--- config.mk ---
export PLATFORM = sky130hd
export DESIGN_NAME = tuart_tx_flat
export DESIGN_NICKNAME = d
export VERILOG_FILES = /design/src/rtl/tuart_pkg.sv /design/src/rtl/tuart_tx_if.sv /design/src/rtl/tuart_bitclk.sv /design/src/rtl/tuart_tx.sv /design/src/flat_wrapper.sv
export SDC_FILE = /design/constraint.sdc
export NUM_CORES = 1
export LEC_CHECK = 0
export ABC_AREA = 1
export BUFFER_PORTS_ARGS = -buffer_cell sky130_fd_sc_hd__buf_2
export CORE_ASPECT_RATIO = 1.75
export CORE_MARGIN = 2
export CORE_UTILIZATION = 25
export DETAILED_ROUTE_END_ITERATION = 8
export SYNTH_ARGS = -nofsm -noshare
export SYNTH_HDL_FRONTEND = slang
export SYNTH_SLANG_ARGS = --single-unit
--- constraint.sdc ---
create_clock -name clk_i -period 3.22 [get_ports clk_i]
set_clock_uncertainty 0.2 [all_clocks]
set_input_delay 0.161 -clock clk_i [delete_from_list [all_inputs] [get_ports clk_i]]
set_output_delay 0.161 -clock clk_i [all_outputs]
set_load 0.1 [all_outputs]
--- src/rtl/tuart_pkg.sv ---
// Shared definitions for the Tiny-UART transmitter and receiver.
//   tx_states_t        : transmitter FSM state encoding
//   DEF_WORD_BITS      : default data bits per UART word
//   DEF_CLK_PER_SAMPLE : default clock cycles per UART bit
package tuart_pkg;

  typedef enum logic [1:0] {
    TX_IDLE  = 2'b00,
    TX_START = 2'b01,
    TX_DATA  = 2'b10,
    TX_STOP  = 2'b11
  } tx_states_t;

  localparam int unsigned DEF_WORD_BITS      = 8;
  localparam int unsigned DEF_CLK_PER_SAMPLE = 4;

endpackage

--- src/rtl/tuart_tx_if.sv ---
// Request/status bundle between the LogIP core and the Tiny-UART transmitter.
//   data  : payload, word k at data[k*WORD_BITS +: WORD_BITS]
//   words : number of words to send (1..TX_WORDS, larger values clamp)
//   stb   : start request, honoured only while idle
//   tx    : UART tx line, idle high
//   busy  : transfer in progress
//   done  : one-cycle pulse after the last stop bit
// master = requester side, slave = transmitter side.
interface tuart_tx_if
  import tuart_pkg::*;
#(
  parameter int unsigned WORD_BITS = DEF_WORD_BITS,
  parameter int unsigned TX_WORDS  = 4
);

  logic [WORD_BITS*TX_WORDS-1:0]   data;
  logic [$clog2(TX_WORDS+1)-1:0]   words;
  logic                            stb;
  logic                            tx;
  logic                            busy;
  logic                            done;

  modport master (
    output data, words, stb,
    input  tx, busy, done
  );

  modport slave (
    input  data, words, stb,
    output tx, busy, done
  );

endinterface

--- src/rtl/tuart_bitclk.sv ---
// Bit-time tick generator.
//   clk_i  : system clock
//   rst_i  : asynchronous reset, active-high
//   clr_i  : restart the count from zero
//   tick_o : one-cycle pulse on the last cycle of every CLK_PER_SAMPLE-cycle bit
module tuart_bitclk
  import tuart_pkg::*;
#(
  parameter int unsigned CLK_PER_SAMPLE = DEF_CLK_PER_SAMPLE
) (
  input  logic clk_i,
  input  logic rst_i,
  input  logic clr_i,
  output logic tick_o
);

  localparam int unsigned CNT_W = $clog2(CLK_PER_SAMPLE + 1);

  logic [CNT_W-1:0] cnt_q;

  assign tick_o = (cnt_q == CNT_W'(CLK_PER_SAMPLE - 1));

  // Counter returns to zero on every tick, so it never wraps mid-bit.
  always_ff @(posedge clk_i or posedge rst_i) begin
    if (rst_i) begin
      cnt_q <= '0;
    end else if (clr_i || tick_o) begin
      cnt_q <= '0;
    end else begin
      cnt_q <= cnt_q + CNT_W'(1);
    end
  end

endmodule

--- src/rtl/tuart_tx.sv ---
// Tiny-UART transmitter: sends 1..TX_WORDS words, lowest first, each framed
// as start bit, WORD_BITS data bits LSB first, stop bit, with no gap between
// words.
//   clk_i : system clock
//   rst_i : asynchronous reset, active-high (forces tx high at once)
//   bus   : slave side of tuart_tx_if (data/words/stb in, tx/busy/done out)
module tuart_tx
  import tuart_pkg::*;
#(
  parameter int unsigned WORD_BITS      = DEF_WORD_BITS,
  parameter int unsigned TX_WORDS       = 4,
  parameter int unsigned CLK_PER_SAMPLE = DEF_CLK_PER_SAMPLE
) (
  input  logic        clk_i,
  input  logic        rst_i,
  tuart_tx_if.slave   bus
);

  localparam int unsigned DATA_W = WORD_BITS * TX_WORDS;
  localparam int unsigned WC_W   = $clog2(TX_WORDS + 1);
  localparam int unsigned BIT_W  = (WORD_BITS > 1) ? $clog2(WORD_BITS) : 1;
  localparam int unsigned IDX_W  = (TX_WORDS > 1) ? $clog2(TX_WORDS) : 1;

  tx_states_t          state_q, state_d;
  logic [DATA_W-1:0]   buf_q, buf_d;
  logic [BIT_W-1:0]    bit_q, bit_d;
  logic [WC_W-1:0]     wcnt_q, wcnt_d;
  logic [IDX_W-1:0]    idx_q, idx_d;
  logic                tx_q, tx_d;
  logic                done_q, done_d;
  logic [WORD_BITS-1:0] cur_word;
  logic                tick;
  logic                clr;

  tuart_bitclk #(
    .CLK_PER_SAMPLE (CLK_PER_SAMPLE)
  ) u_bitclk (
    .clk_i  (clk_i),
    .rst_i  (rst_i),
    .clr_i  (clr),
    .tick_o (tick)
  );

  assign bus.tx   = tx_q;
  assign bus.busy = (state_q != TX_IDLE);
  assign bus.done = done_q;

  assign cur_word = buf_q[idx_q*WORD_BITS +: WORD_BITS];

  always_comb begin
    state_d = state_q;
    buf_d   = buf_q;
    bit_d   = bit_q;
    wcnt_d  = wcnt_q;
    idx_d   = idx_q;
    done_d  = 1'b0;
    clr     = 1'b0;
    tx_d    = 1'b1;

    unique case (state_q)
      TX_IDLE: begin
        // Hold the bit timer at zero so START gets a full bit time.
        clr = 1'b1;
        if (bus.stb && (bus.words != '0)) begin
          buf_d   = bus.data;
          wcnt_d  = (bus.words > WC_W'(TX_WORDS)) ? WC_W'(TX_WORDS) : bus.words;
          bit_d   = '0;
          idx_d   = '0;
          state_d = TX_START;
        end
      end
      TX_START: begin
        if (tick) state_d = TX_DATA;
      end
      TX_DATA: begin
        if (tick) begin
          buf_d[idx_q*WORD_BITS +: WORD_BITS] = cur_word >> 1;
          if (bit_q == BIT_W'(WORD_BITS - 1)) begin
            bit_d   = '0;
            state_d = TX_STOP;
          end else begin
            bit_d = bit_q + BIT_W'(1);
          end
        end
      end
      TX_STOP: begin
        if (tick) begin
          wcnt_d = wcnt_q - WC_W'(1);
          if (wcnt_q > WC_W'(1)) begin
            idx_d   = idx_q + IDX_W'(1);
            state_d = TX_START;
          end else begin
            state_d = TX_IDLE;
            done_d  = 1'b1;
          end
        end
      end
      default: state_d = TX_IDLE;
    endcase

    // tx is registered, so it is derived from the state being entered.
    unique case (state_d)
      TX_START: tx_d = 1'b0;
      TX_DATA:  tx_d = buf_d[idx_d*WORD_BITS];
      default:  tx_d = 1'b1;
    endcase
  end

  always_ff @(posedge clk_i or posedge rst_i) begin
    if (rst_i) begin
      state_q <= TX_IDLE;
      buf_q   <= '0;
      bit_q   <= '0;
      wcnt_q  <= '0;
      idx_q   <= '0;
      tx_q    <= 1'b1;
      done_q  <= 1'b0;
    end else begin
      state_q <= state_d;
      buf_q   <= buf_d;
      bit_q   <= bit_d;
      wcnt_q  <= wcnt_d;
      idx_q   <= idx_d;
      tx_q    <= tx_d;
      done_q  <= done_d;
    end
  end

endmodule
--- src/flat_wrapper.sv ---
// flat-port wrapper written by rule: the top's interface ports become plain ports
module tuart_tx_flat import tuart_pkg::*;
#(
  parameter int unsigned WORD_BITS      = DEF_WORD_BITS,
  parameter int unsigned TX_WORDS       = 4,
  parameter int unsigned CLK_PER_SAMPLE = DEF_CLK_PER_SAMPLE
)
  (clk_i, rst_i, bus_data, bus_words, bus_stb, bus_tx, bus_busy, bus_done);
  tuart_tx_if #(.WORD_BITS(WORD_BITS), .TX_WORDS(TX_WORDS)) bus_i ();
  input  logic clk_i;
  input  logic rst_i;
  input wire logic [$bits(bus_i.data)-1:0] bus_data;
  input wire logic [$bits(bus_i.words)-1:0] bus_words;
  input wire logic [$bits(bus_i.stb)-1:0] bus_stb;
  output wire logic [$bits(bus_i.tx)-1:0] bus_tx;
  output wire logic [$bits(bus_i.busy)-1:0] bus_busy;
  output wire logic [$bits(bus_i.done)-1:0] bus_done;
  assign bus_i.data = bus_data;
  assign bus_i.words = bus_words;
  assign bus_i.stb = bus_stb;
  assign bus_tx = bus_i.tx;
  assign bus_busy = bus_i.busy;
  assign bus_done = bus_i.done;
  tuart_tx #(.WORD_BITS(WORD_BITS), .TX_WORDS(TX_WORDS), .CLK_PER_SAMPLE(CLK_PER_SAMPLE)) u_core (.clk_i(clk_i), .rst_i(rst_i), .bus(bus_i));
endmodule
Word-level counts from Yosys, hierarchy flattened
Cells that the tools add are included.
- register bits after elaboration: 47
- input bits: 38
- word-level logic and storage cells: 70
- add/subtract/negate cells: 5
- order comparisons: 3
- equality and inequality tests: 10
- shift-type cells: 3
- muxes and demuxes: 31
- reductions and logical operators: 9
- operators with widths (cell ; count):
    32-bit two-way mux ; 2
    32-bit one-hot mux with 2 select lines ; 1
    5-bit negation with 34-bit output ; 1
    8-bit by 34-bit variable shift with 32-bit output, first input constant ; 1
    8-bit by 34-bit indexed part select with 32-bit output ; 1
    32-bit bitwise mux ; 1
    32-bit by 6-bit indexed part select with 8-bit output ; 1
    3-bit two-way mux ; 7
    2-bit two-way mux ; 8
    3-bit one-hot mux with 2 select lines ; 2
    2-bit one-hot mux with 4 select lines ; 1
    3-bit by 1-bit adder with 3-bit output, second input constant ; 2
    2-bit equality test, second input constant ; 3
    5-bit by 6-bit < comparator with 1-bit output, second input constant ; 1
    1-bit two-way mux ; 6
    3-bit AND reduction ; 2
    2-bit nonzero test ; 3
    2-bit by 1-bit equality test with 1-bit output, second input constant ; 2
    2-bit != test, second input constant ; 2
    2-bit one-hot mux with 2 select lines ; 1
    3-bit by 2-bit equality test with 1-bit output, second input constant ; 1
    3-bit equality test, second input constant ; 1
    3-bit by 1-bit greater-than comparator with 1-bit output, second input constant ; 1
    3-bit greater-than comparator, second input constant ; 1
    other kinds (9) ; 9

Logic depth before layout (Yosys ltp)
Gate-level depths: netlist of the first run.
- depth in word-level cells: 8
- depth in mapped cells: 14
- depth with buffers taken out: 13

Modules after synthesis
A second synthesis of the first run with hierarchy kept.
- cells, all modules: 397
- area, all modules: 2999.1 um2
- modules (own cells, without submodules) (module ; instances ; cells an instance ; area each (um2) ; seq. area each (um2)):
    tuart_tx ; 1 ; 383 ; 2862.7 ; 1102.3
    tuart_bitclk ; 1 ; 14 ; 136.4 ; 75.1

Worst setup path after synthesis of the first run
No wires, ideal clock.
- path kind: register -> register
- start: register u_core.state_q[0]
- end: register u_core.buf_q[26]
- arrival time: 2118 ps
- data required time: 2899 ps
- slack: 781 ps
- cell stages (with the launch flop): 10
- path buffers: 0
- cells stage by stage: dfrtp_1 inv_1 ha_1 inv_1 nand2_1 nand2_1 inv_2 a21oi_1 inv_2 a22o_2
- longest elaborated chain between the ends: 3
- elaborated cells on any way between the ends: 7
- those cells by class: 3 x eq/ne; 1 x mux; 3 x reduce/logical
- RTL lines (what ; line ; source):
    start: declaration ; tuart_tx.sv:24 ; tx_states_t state_q, state_d;
    start signal: assignment ; tuart_tx.sv:119 ; state_q <= state_d;
    2-bit equality test or 2-bit logical NOT (tied branches) ; tuart_tx.sv:60 ; unique case (state_q)
    2-bit != test (no line) (tied with other cells) ; - ;
    3-bit AND reduction (no line) ; - ;
    end signal: assignment ; tuart_tx.sv:120 ; buf_q <= buf_d;
    end: declaration ; tuart_tx.sv:25 ; logic [DATA_W-1:0] buf_q, buf_d;
Parallel ways exist; a longest one is shown, timed or not.
A chain may end at the register's enable or synchronous reset.

Worst setup path in the final report of the first run
- start: register u_core.idx_q[1]
- end: register u_core.tx_q, in the netlist u_core.bus.tx
- longest elaborated chain between the ends: 8
- elaborated cells on any way between the ends: 15
- those cells by class: 2 x add/sub; 3 x shift; 10 x mux
- RTL lines (what ; line ; source):
    start: declaration ; tuart_tx.sv:28 ; logic [IDX_W-1:0] idx_q, idx_d;
    start signal: assignment ; tuart_tx.sv:123 ; idx_q <= idx_d;
    32-bit by 6-bit indexed part select with 8-bit output or 5-bit negation with 34-bit output (tied branches) ; tuart_tx.sv:48, tuart_tx.sv:77 ;
    8-bit by 34-bit indexed part select with 32-bit output or 8-bit by 34-bit variable shift with 32-bit output (tied branches) ; tuart_tx.sv:77 ; buf_d[idx_q*WORD_BITS +: WORD_BITS] = cur_word >> 1;
    32-bit bitwise mux ; tuart_tx.sv:77 ;
    32-bit two-way mux ; tuart_tx.sv:76 ; if (tick) begin
    32-bit one-hot mux with 2 select lines ; tuart_tx.sv:60 ;
    1-bit binary-select mux with 2-bit select * ; tuart_tx.sv:104 ; TX_DATA: tx_d = buf_d[idx_d*WORD_BITS];
    1-bit two-way mux (implied by the code) * ; tuart_tx.sv:104 ;
    1-bit one-hot mux with 2 select lines * ; tuart_tx.sv:102 ; unique case (state_d)
    via u_core.tx_d ; tuart_tx.sv:29 ; logic tx_q, tx_d;
    end signal: assignment ; tuart_tx.sv:124 ; tx_q <= tx_d;
    end: declaration ; tuart_tx.sv:29 ;
Mark *: on every way through the listed nets, which the timed path passes. The rest lies on a longest branch. The select of a mux whose other input is x is not followed.

==> flow_summary.json, run 1 <==
{
  "outcome": "finished clean",
  "r2r_start": "u_core.idx_q[1]",
  "n_antenna_cell": 0,
  "die_w_um": 85.7,
  "crit_path_start_kind": "flop",
  "synth_cells": 391,
  "synth.area.top_cells": "dfrtp_1 39%, nand2_1 16%, o21ai_0 6.5%, ha_1 6.4%, inv_1 6.3%",
  "finalMaxSlewViolations": 0,
  "ctsHoldBuffers": 19,
  "numCtsBuffers": 5,
  "cp.depth": 12,
  "period_needed_ns": 2.41,
  "p_leak_nw": 1.72,
  "place_ws_ns": 0.799,
  "ys_warn_count": 0,
  "first_global_vias": 2866,
  "cts_buffer_depth": 2,
  "ctsRootBufferMaster": "clkbuf_16",
  "yosys.area.top_type": "dfrtp_1",
  "synthTopCellsByCount": "122 x nand2_1, 49 x inv_1, 46 x dfrtp_1, 38 x o21ai_0, 23 x nor2_1",
  "path_max_fanout": 17,
  "cts_tree": "built",
  "drt_iter0_drc": 189,
  "drt-pass1-iter-count": 4,
  "port_buffers": 40,
  "hp-class": "in -> reg",
  "fmax_mhz": 415,
  "dieArea_mm2": 0.0126,
  "critPathCaptureType": "flop",
  "ir_drop_mv": 0.348,
  "hold_violations": 0,
  "power_density_mw_per_mm2": 344,
  "synth_edf_count": 0,
  "finalWeightedCongestion": 0.903,
  "die_h_um": 147,
  "fp.coreArea_mm2": 0.0115,
  "dp_hpwl_um": 6090,
  "syn_nets": 444,
  "area_growth_pct": 22.3,
  "cp_slowest_cell": "dfrtp_1",
  "async_reset_ff_share_pct": 100,
  "tns_ns": 0,
  "fin_cells": 583,
  "postSynthAreaPerCell_um2": 7.46,
  "clock_latency_ns": 0.29,
  "grt_setup_unrepaired": "no",
  "yosysMostFrequentCell": "nand2_1",
  "boundaryPins": 41,
  "rr_endpoint": "u_core.bus.tx",
  "cp_common_cell": "nand2_1",
  "rr_worst_depth": 12,
  "drc": 0,
  "n_fill_cell": 1231,
  "grt_max_degree": 48,
  "worst_pin_slew_ns": 1.01,
  "rrSetupSlack_ns": 0.81,
  "grt_pass1_wl_um": 13800,
  "gr-total-overflow": 0,
  "synth_seq_area_share_pct": 40.4,
  "drt-total-wl_um": 8080,
  "num_rows": 52,
  "postCtsSetupBuffers": 0,
  "start_util_pct": 25.5,
  "crit_start": "u_core.idx_q[1]",
  "crit_path_max_incr_delay_ns": 0.42,
  "slew-limit-headroom_pct": 32.3,
  "dp.cells": 557,
  "h-tree-depth": 2,
  "wl_per_cell_um": 13.9,
  "path_cells": "inv_1, ha_1, nand2_1, nor3_4, nand3_1, nand2_1, nor2_1, a21oi_1, nand2_1, nand2_1, nand2_1, nand2_1",
  "fin_ws_ns": 0.808,
  "arrival_ns": 2.45,
  "setup-violations-final": 0,
  "clkTransAtPathRegs_ns": 0.06,
  "period_share_pct": 74.9,
  "final_antenna_net_count": 0,
  "viasPerCell": 4.75,
  "vias": 2772,
  "antenna_found_initial": 0,
  "synth.distinct_cells": 32,
  "globalRouteTotalUtil_pct": 13.6,
  "synth_seq_cells": 47,
  "maxCapViolations": 0,
  "synth_top_area_share_pct": 39.5,
  "cp-endpoint": "u_core.bus.tx",
  "layout-drive-gt1-share_pct": 14.1,
  "critPathBufInv": 1,
  "netlist_area_mm2": 0.00292,
  "required_ns": 3.26,
  "cts_repair_resize_count": 0,
  "criticalPathCategory": "reg -> reg",
  "synth_ff_type": "dfrtp_1",
  "nets": 501,
  "cp_top_family": "simple AND/OR/NAND/NOR gates",
  "cts_num_sinks": 47
}
[worst min-delay path by stage]
stage                             startpoint  slack, ns  cells past startpoint                        to
global placement    u_core.u_bitclk.cnt_q[0]       0.22                      1  u_core.u_bitclk.cnt_q[0]
detailed placement               bus_data[7]       0.23                      3           u_core.buf_q[7]
finish                           bus_data[6]      0.004                      3           u_core.buf_q[6]
CTS                             bus_data[18]      0.004                      5          u_core.buf_q[18]
global route                     bus_data[0]       0.03                      5           u_core.buf_q[0]
floorplan                       bus_data[31]       0.11                      2          u_core.buf_q[31]
[cells in the final DEF, fill, tap and decap left out, drive strengths merged, types with 3 or more instances in the layout]
cell type    count
nand2          125
inv             53
dfrtp           46
o21ai           44
buf             42
nor2            23
nand3           22
dlygate4sd3     19
a21oi           19
ha              15
o2bb2ai          9
clkbuf           6
a22o             5
o22ai            3
o211ai           3
a32o             3
[layer usage]
layer | part of all wire, % | global-route usage [%] | vias to the layer above
li1 | - | - | 1389
met1 | 40 | 15.6 | 1291
met2 | 51 | 24.2 | 76
met3 | 4.8 | 2.58 | 16
met4 | 3.3 | 5.95 | 0
met5 | 0 | 0 | -
[layout make-up]
class | instances | area (µm²) | share of cell area [%]
Sequential cell | 47 | 1180 | 33.0
Inverter | 53 | 199 | 5.58
Clock inverter | 1 | 30.0 | 0.842
Timing Repair Buffer | 61 | 405 | 11.4
Multi-Input combinational cell | 280 | 1460 | 40.9
Tap cell | 135 | 169 | 4.73
Clock buffer | 6 | 129 | 3.61
[registers in the layout, summed over array words and instances, names as in the netlist]
name / cells
u_core.state_q: 2
u_core.bus.done: 1
u_core.bit_q: 3
u_core.idx_q: 2
u_core.wcnt_q: 3
u_core.buf_q: 32
u_core.bus.tx: 1
u_core.u_bitclk.cnt_q: 3
[worst reg2reg max path, stage by stage, from the launching register on]
cell and delay, ns:
dfrtp_1 0.42, inv_1 0.28, ha_1 0.42, nand2_1 0.10, nor3_4 0.35, nand3_1 0.13
nand2_1 0.07, nor2_1 0.05, a21oi_1 0.13, nand2_1 0.06, nand2_1 0.06, nand2_1 0.05
nand2_1 0.05
[power breakdown]
part           switching, W  total [W]  internal, W
Combinational     0.0000258  0.0000582    0.0000325
Sequential                0   0.000591     0.000591
Clock              0.000217   0.000579     0.000362
Total              0.000243    0.00123     0.000985
[cell families after synthesis]
group | Yosys count | synth area share, %
buf+inv | 64 | 9.65
xor+xnor | 2 | 0.600
compound gates | 88 | 18.4
fa+ha+maj | 15 | 6.43
simple gates | 175 | 24.6
flops | 47 | 40.4
[stage by stage]
stage	util (%)	power, W	hold slack, ns	instance area, µm²
2_1_floorplan	-	0.000614	0.106	2920
3_3_place_gp	28.1	0.000643	0.219	3220
3_5_place_dp	28.1	0.000643	0.229	3220
4_1_cts	31.2	0.00124	0.00442	3570
5_1_grt	31.2	0.00127	0.0282	3570
6_report	31.2	0.00123	0.00414	3570
No activity file was read; power rests on OpenSTA's default activity.
==> run 2: changes to the inputs <==
clock period = 2.35 ns   (was 3.22 ns; I/O delays follow)
==> run 2 against run 1 <==
Effect of this change:
- routed wire length rose by 3.3%
- clock power rose by 43%
- non-clock buffer count rose by 26
- highest routed layer unchanged
- global-route usage rose by 0.31 points
- first-iteration DRC count rose by 7.4%
- critical path depth fell by 4
- flip-flop and latch count did not move
- critical endpoint is now u_core.wcnt_q[0]
- power rose by 42%
- critical path type unchanged
==> flow_summary.json, run 2 (same netlist as run 1, synthesis figures left out) <==
{
  "ctsRootBufferMaster": "clkbuf_16",
  "multiInputGateArea_mm2": 0.00150,
  "p_leak_nw": 1.85,
  "layout.cells.most_common": "nand2_1",
  "clock_latency_ns": 0.30,
  "min-delay-start": "bus_data[1]",
  "h-tree-depth": 2,
  "r2r_start": "u_core.state_q[1]",
  "setup-violations-final": 0,
  "criticalPathCategory": "reg -> reg",
  "hp-class": "in -> reg",
  "grt_pass1_wl_um": 14000,
  "wl_per_cell_um": 13.7,
  "worst_pin_slew_ns": 0.515,
  "nets": 527,
  "outcome": "finished clean",
  "drt-pass1-iter-count": 4,
  "tns_ns": 0,
  "fmax_mhz": 468,
  "dpl_cell_area_mm2": 0.00333,
  "final_area_mm2": 0.00386,
  "critPathCaptureType": "flop",
  "n_antenna_cell": 0,
  "drt_iter0_drc": 203,
  "first_global_vias": 2967,
  "hold_violations": 0,
  "grt_max_degree": 25,
  "boundaryPins": 41,
  "whs_path_depth": 4,
  "final_cell_mix": "122 x nand2_1, 46 x dfrtp_1, 44 x inv_1",
  "arrival_ns": 2.17,
  "ir_drop_mv": 0.504,
  "drc": 0,
  "viasPerCell": 4.65,
  "crit_path_start_kind": "flop",
  "die_w_um": 85.7,
  "dieArea_mm2": 0.0126,
  "largest_register_ffs": 32,
  "final_antenna_net_count": 0,
  "cts_buffer_depth": 2,
  "port_buffers": 40,
  "finalWeightedCongestion": 0.896,
  "fp.coreArea_mm2": 0.0115,
  "area_growth_pct": 32.3,
  "path_max_fanout": 6,
  "power_density_mw_per_mm2": 451,
  "numCtsBuffers": 5,
  "rr_worst_depth": 8,
  "antenna_found_initial": 0,
  "grt_setup_unrepaired": "no",
  "layout-drive-gt1-share_pct": 17.3,
  "largest_register": "u_core.buf_q",
  "finalMaxSlewViolations": 0,
  "maxCapViolations": 0,
  "vias": 2836,
  "clkTransAtPathRegs_ns": 0.07,
  "fin_cells": 610,
  "globalRouteTotalUtil_pct": 13.9,
  "slew-limit-headroom_pct": 65.3,
  "period_share_pct": 90.9,
  "n_fill_cell": 1221,
  "cts_tree": "built",
  "dp.cells": 567,
  "seq_area_mm2": 0.00118,
  "drt-total-wl_um": 8350,
  "required_ns": 2.39,
  "die_h_um": 147,
  "period_needed_ns": 2.14,
  "dp_hpwl_um": 6410,
  "gr-total-overflow": 0,
  "num_rows": 52,
  "cts_num_sinks": 47,
  "crit_start": "u_core.state_q[1]",
  "start_util_pct": 25.5,
  "final_util_pct": 33.7
}
-- run 2: cell types whose count changed in the layout (fill, tap and decap cells not counted), moves of 2 or more --
cell,change
buf_4,+10
inv_2,+3
inv_1,-4
ha_4,+2
ha_1,-3
dlygate4sd3_1,+16
-- run 2: area by class of cell --
cell class / count / share of cell area [%]
Tap cell: 135 / 4.38
Sequential cell: 47 / 30.5
Timing Repair Buffer: 87 / 16.6
Multi-Input combinational cell: 280 / 38.9
Inverter: 53 / 5.25
Clock buffer: 5 / 3.24
Clock inverter: 3 / 1.13
-- run 2: final timing paths --
| path | slack (ns) | to |
|---|---|---|
| setup / recovery | 0.21 | u_core.wcnt_q[0] |
| hold / removal | 0.03 | u_core.buf_q[1] |
| setup reg to reg | 0.21 | u_core.wcnt_q[0] |
| hold reg to reg | 0.24 | u_core.u_bitclk.cnt_q[0] |
| max in group asynchronous | 1.13 | u_core.bus.tx |
| min in group asynchronous | 0.17 | u_core.buf_q[23] |
-- run 2: metrics by stage --
stage	worst slack (ns)	power (W)	hold slack, ns
after floorplan	0.00789	0.000841	0.0626
after global placement	0.177	0.000885	-0.0449
after detailed placement	0.0915	0.000886	-0.0272
after CTS	0.0277	0.00176	0.0274
after global routing	0.0101	0.00180	0.0653
final	0.214	0.00174	0.0296
-- run 2: timing repair --
item | in CTS | in global routing
endpoints found under the setup margin | 0 | 14
endpoints found under the hold margin | 53 | 0
setup buffers | 0 | 0
resized for setup | 0 | 5
hold buffers | 35 | 0
-- run 2: routing by layer --
metal,wire length [µm],track usage [%]
met2,4400,25.5
met5,0,0
met3,261,2.53
met1,3390,15.3
met4,298,6.03
-- run 2: power by group --
group	leakage [nW]	internal, W	switching [W]
Clock	0.0838	0.000502	0.000327
Sequential	0.613	0.000809	0
Combinational	1.15	0.0000629	0.0000398
-- run 2: critical path, cell delays in order (launching register included) --
cell	delay (ns)
dfrtp_1	0.44
inv_2	0.14
ha_4	0.22
a21oi_1	0.17
nand2_1	0.09
inv_2	0.10
nand2_1	0.06
o22ai_1	0.11
dlygate4sd3_1	0.56
==> run 3: changes to the inputs <==
HOLD_SLACK_MARGIN = 0.03   (was default)
SKIP_CTS_REPAIR_TIMING = 1   (was default)
==> run 3 against run 2 <==
Effect of this change:
- largest cell class unchanged
- non-clock buffer count shrank 3
- core utilization shrank 0.35 points
- the flow now finishes with violations (negative hold slack)
- combinational power about the same
- critical path type unchanged
- highest routed layer unchanged
- register-to-register slack barely moved
==> flow_summary.json, run 3 (same netlist as run 1, synthesis figures left out) <==
{
  "first_global_vias": 2885,
  "numCtsBuffers": 5,
  "n_antenna_cell": 0,
  "finalWeightedCongestion": 0.896,
  "die_h_um": 147,
  "slew-limit-headroom_pct": 65.3,
  "dieArea_mm2": 0.0126,
  "hold_violations": 2,
  "viasPerCell": 4.70,
  "rr_worst_depth": 11,
  "globalRouteTotalUtil_pct": 13.7,
  "gr-total-overflow": 0,
  "clock_latency_ns": 0.30,
  "maxCapViolations": 0,
  "cp_top_family": "simple AND/OR/NAND/NOR gates",
  "largest_register_ffs": 32,
  "violations": "negative hold slack",
  "hold_ws_ns": -0.0380,
  "critPathBufInv": 0,
  "die_w_um": 85.7,
  "h-tree-depth": 2,
  "drt-total-wl_um": 8330,
  "rrSetupSlack_ns": 0.21,
  "hp-class": "in -> reg",
  "nets": 524,
  "power_density_mw_per_mm2": 455,
  "fmax_mhz": 468,
  "worst_pin_slew_ns": 0.516,
  "layout.cells.most_common": "nand2_1",
  "wl_per_cell_um": 13.7,
  "grt_setup_unrepaired": "no",
  "cp.depth": 11,
  "fp.coreArea_mm2": 0.0115,
  "cts_tree": "built",
  "port_buffers": 40,
  "final_cell_mix": "122 x nand2_1, 46 x inv_1, 46 x dfrtp_1",
  "num_rows": 52,
  "antenna_found_initial": 0,
  "ir_drop_mv": 0.504,
  "layout-drive-gt1-share_pct": 16.9,
  "min-delay-start": "bus_data[18]",
  "ctsRootBufferMaster": "clkbuf_16",
  "tns_ns": 0,
  "required_ns": 2.38,
  "final_antenna_net_count": 0,
  "cts_num_sinks": 47,
  "grt_max_degree": 25,
  "drc": 0,
  "arrival_ns": 2.17,
  "cp_common_cell": "nand2_1",
  "dp.cells": 567,
  "dp_hpwl_um": 6410,
  "crit_path_start_kind": "flop",
  "crit_path_max_incr_delay_ns": 0.38,
  "drt-pass1-iter-count": 4,
  "clkTransAtPathRegs_ns": 0.07,
  "period_needed_ns": 2.14,
  "place_ws_ns": 0.0915,
  "critPathCaptureType": "flop",
  "path_cells": "ha_1, ha_2, nand2_1, or2_0, nand3_4, a21oi_2, nand2_1, nand3_1, nand2_1, nand2_1, nand2_1",
  "cts_buffer_depth": 2,
  "cp-endpoint": "u_core.bus.tx",
  "boundaryPins": 41,
  "drt_iter0_drc": 186,
  "path_max_fanout": 10,
  "area_growth_pct": 30.9,
  "vias": 2850,
  "fin_cells": 607,
  "start_util_pct": 25.5,
  "crit_start": "u_core.u_bitclk.cnt_q[0]",
  "finalMaxSlewViolations": 0,
  "r2r_start": "u_core.u_bitclk.cnt_q[0]",
  "largest_register": "u_core.buf_q",
  "rr_endpoint": "u_core.bus.tx",
  "criticalPathCategory": "reg -> reg",
  "grt_pass1_wl_um": 13800,
  "p_leak_nw": 1.83,
  "outcome": "complete, but fails checks",
  "cp_slowest_cell": "dfrtp_1",
  "power_w": 0.00174,
  "fin_ws_ns": 0.211,
  "setup-violations-final": 0,
  "period_share_pct": 91.0
}
-- run 3: worst min path at each step --
stage / endpoint / slack (ns) / cells after the start
floorplan: u_core.buf_q[31] / 0.06 / 2
finish: u_core.buf_q[18] / -0.04 / 5
global placement: u_core.buf_q[15] / -0.04 / 2
CTS: u_core.buf_q[20] / -0.35 / 2
global route: u_core.buf_q[18] / 0.03 / 5
detailed placement: u_core.buf_q[20] / -0.03 / 2
-- run 3: stage by stage --
step	utilization, %	instance area, µm²
2_1_floorplan	-	2950
3_3_place_gp	29.0	3330
3_5_place_dp	29.0	3330
4_1_cts	30.5	3490
5_1_grt	33.4	3820
6_report	33.4	3820
-- run 3: final cells by class --
| class | instances | area, µm² |
|---|---|---|
| fill | 1226 | 7630 |
| multi-input combinational | 280 | 1490 |
| sequential | 47 | 1180 |
| timing repair buffer | 84 | 611 |
| inverter | 53 | 203 |
| tap | 135 | 169 |
| clock buffer | 5 | 125 |
| clock inverter | 3 | 43.8 |
-- run 3: per-layer routing --
metal	up-vias	GRT usage [%]	routed length, µm
li1	1426	-	-
met1	1330	15.0	3320
met2	75	25.2	4380
met3	19	2.58	326
met4	0	6.03	301
met5	-	0	0
-- run 3: worst register-to-register path, stage by stage, from the launching register on --
cell and delay, ns:
dfrtp_1 0.38, ha_1 0.20, ha_2 0.23, nand2_1 0.20, or2_0 0.21, nand3_4 0.14, a21oi_2 0.20, nand2_1 0.08
nand3_1 0.08, nand2_1 0.05, nand2_1 0.05, nand2_1 0.04
-- run 3: power breakdown --
part	switching, W	internal, W
registers	0	0.000809
clock network	0.000328	0.000502
logic	0.0000397	0.0000607
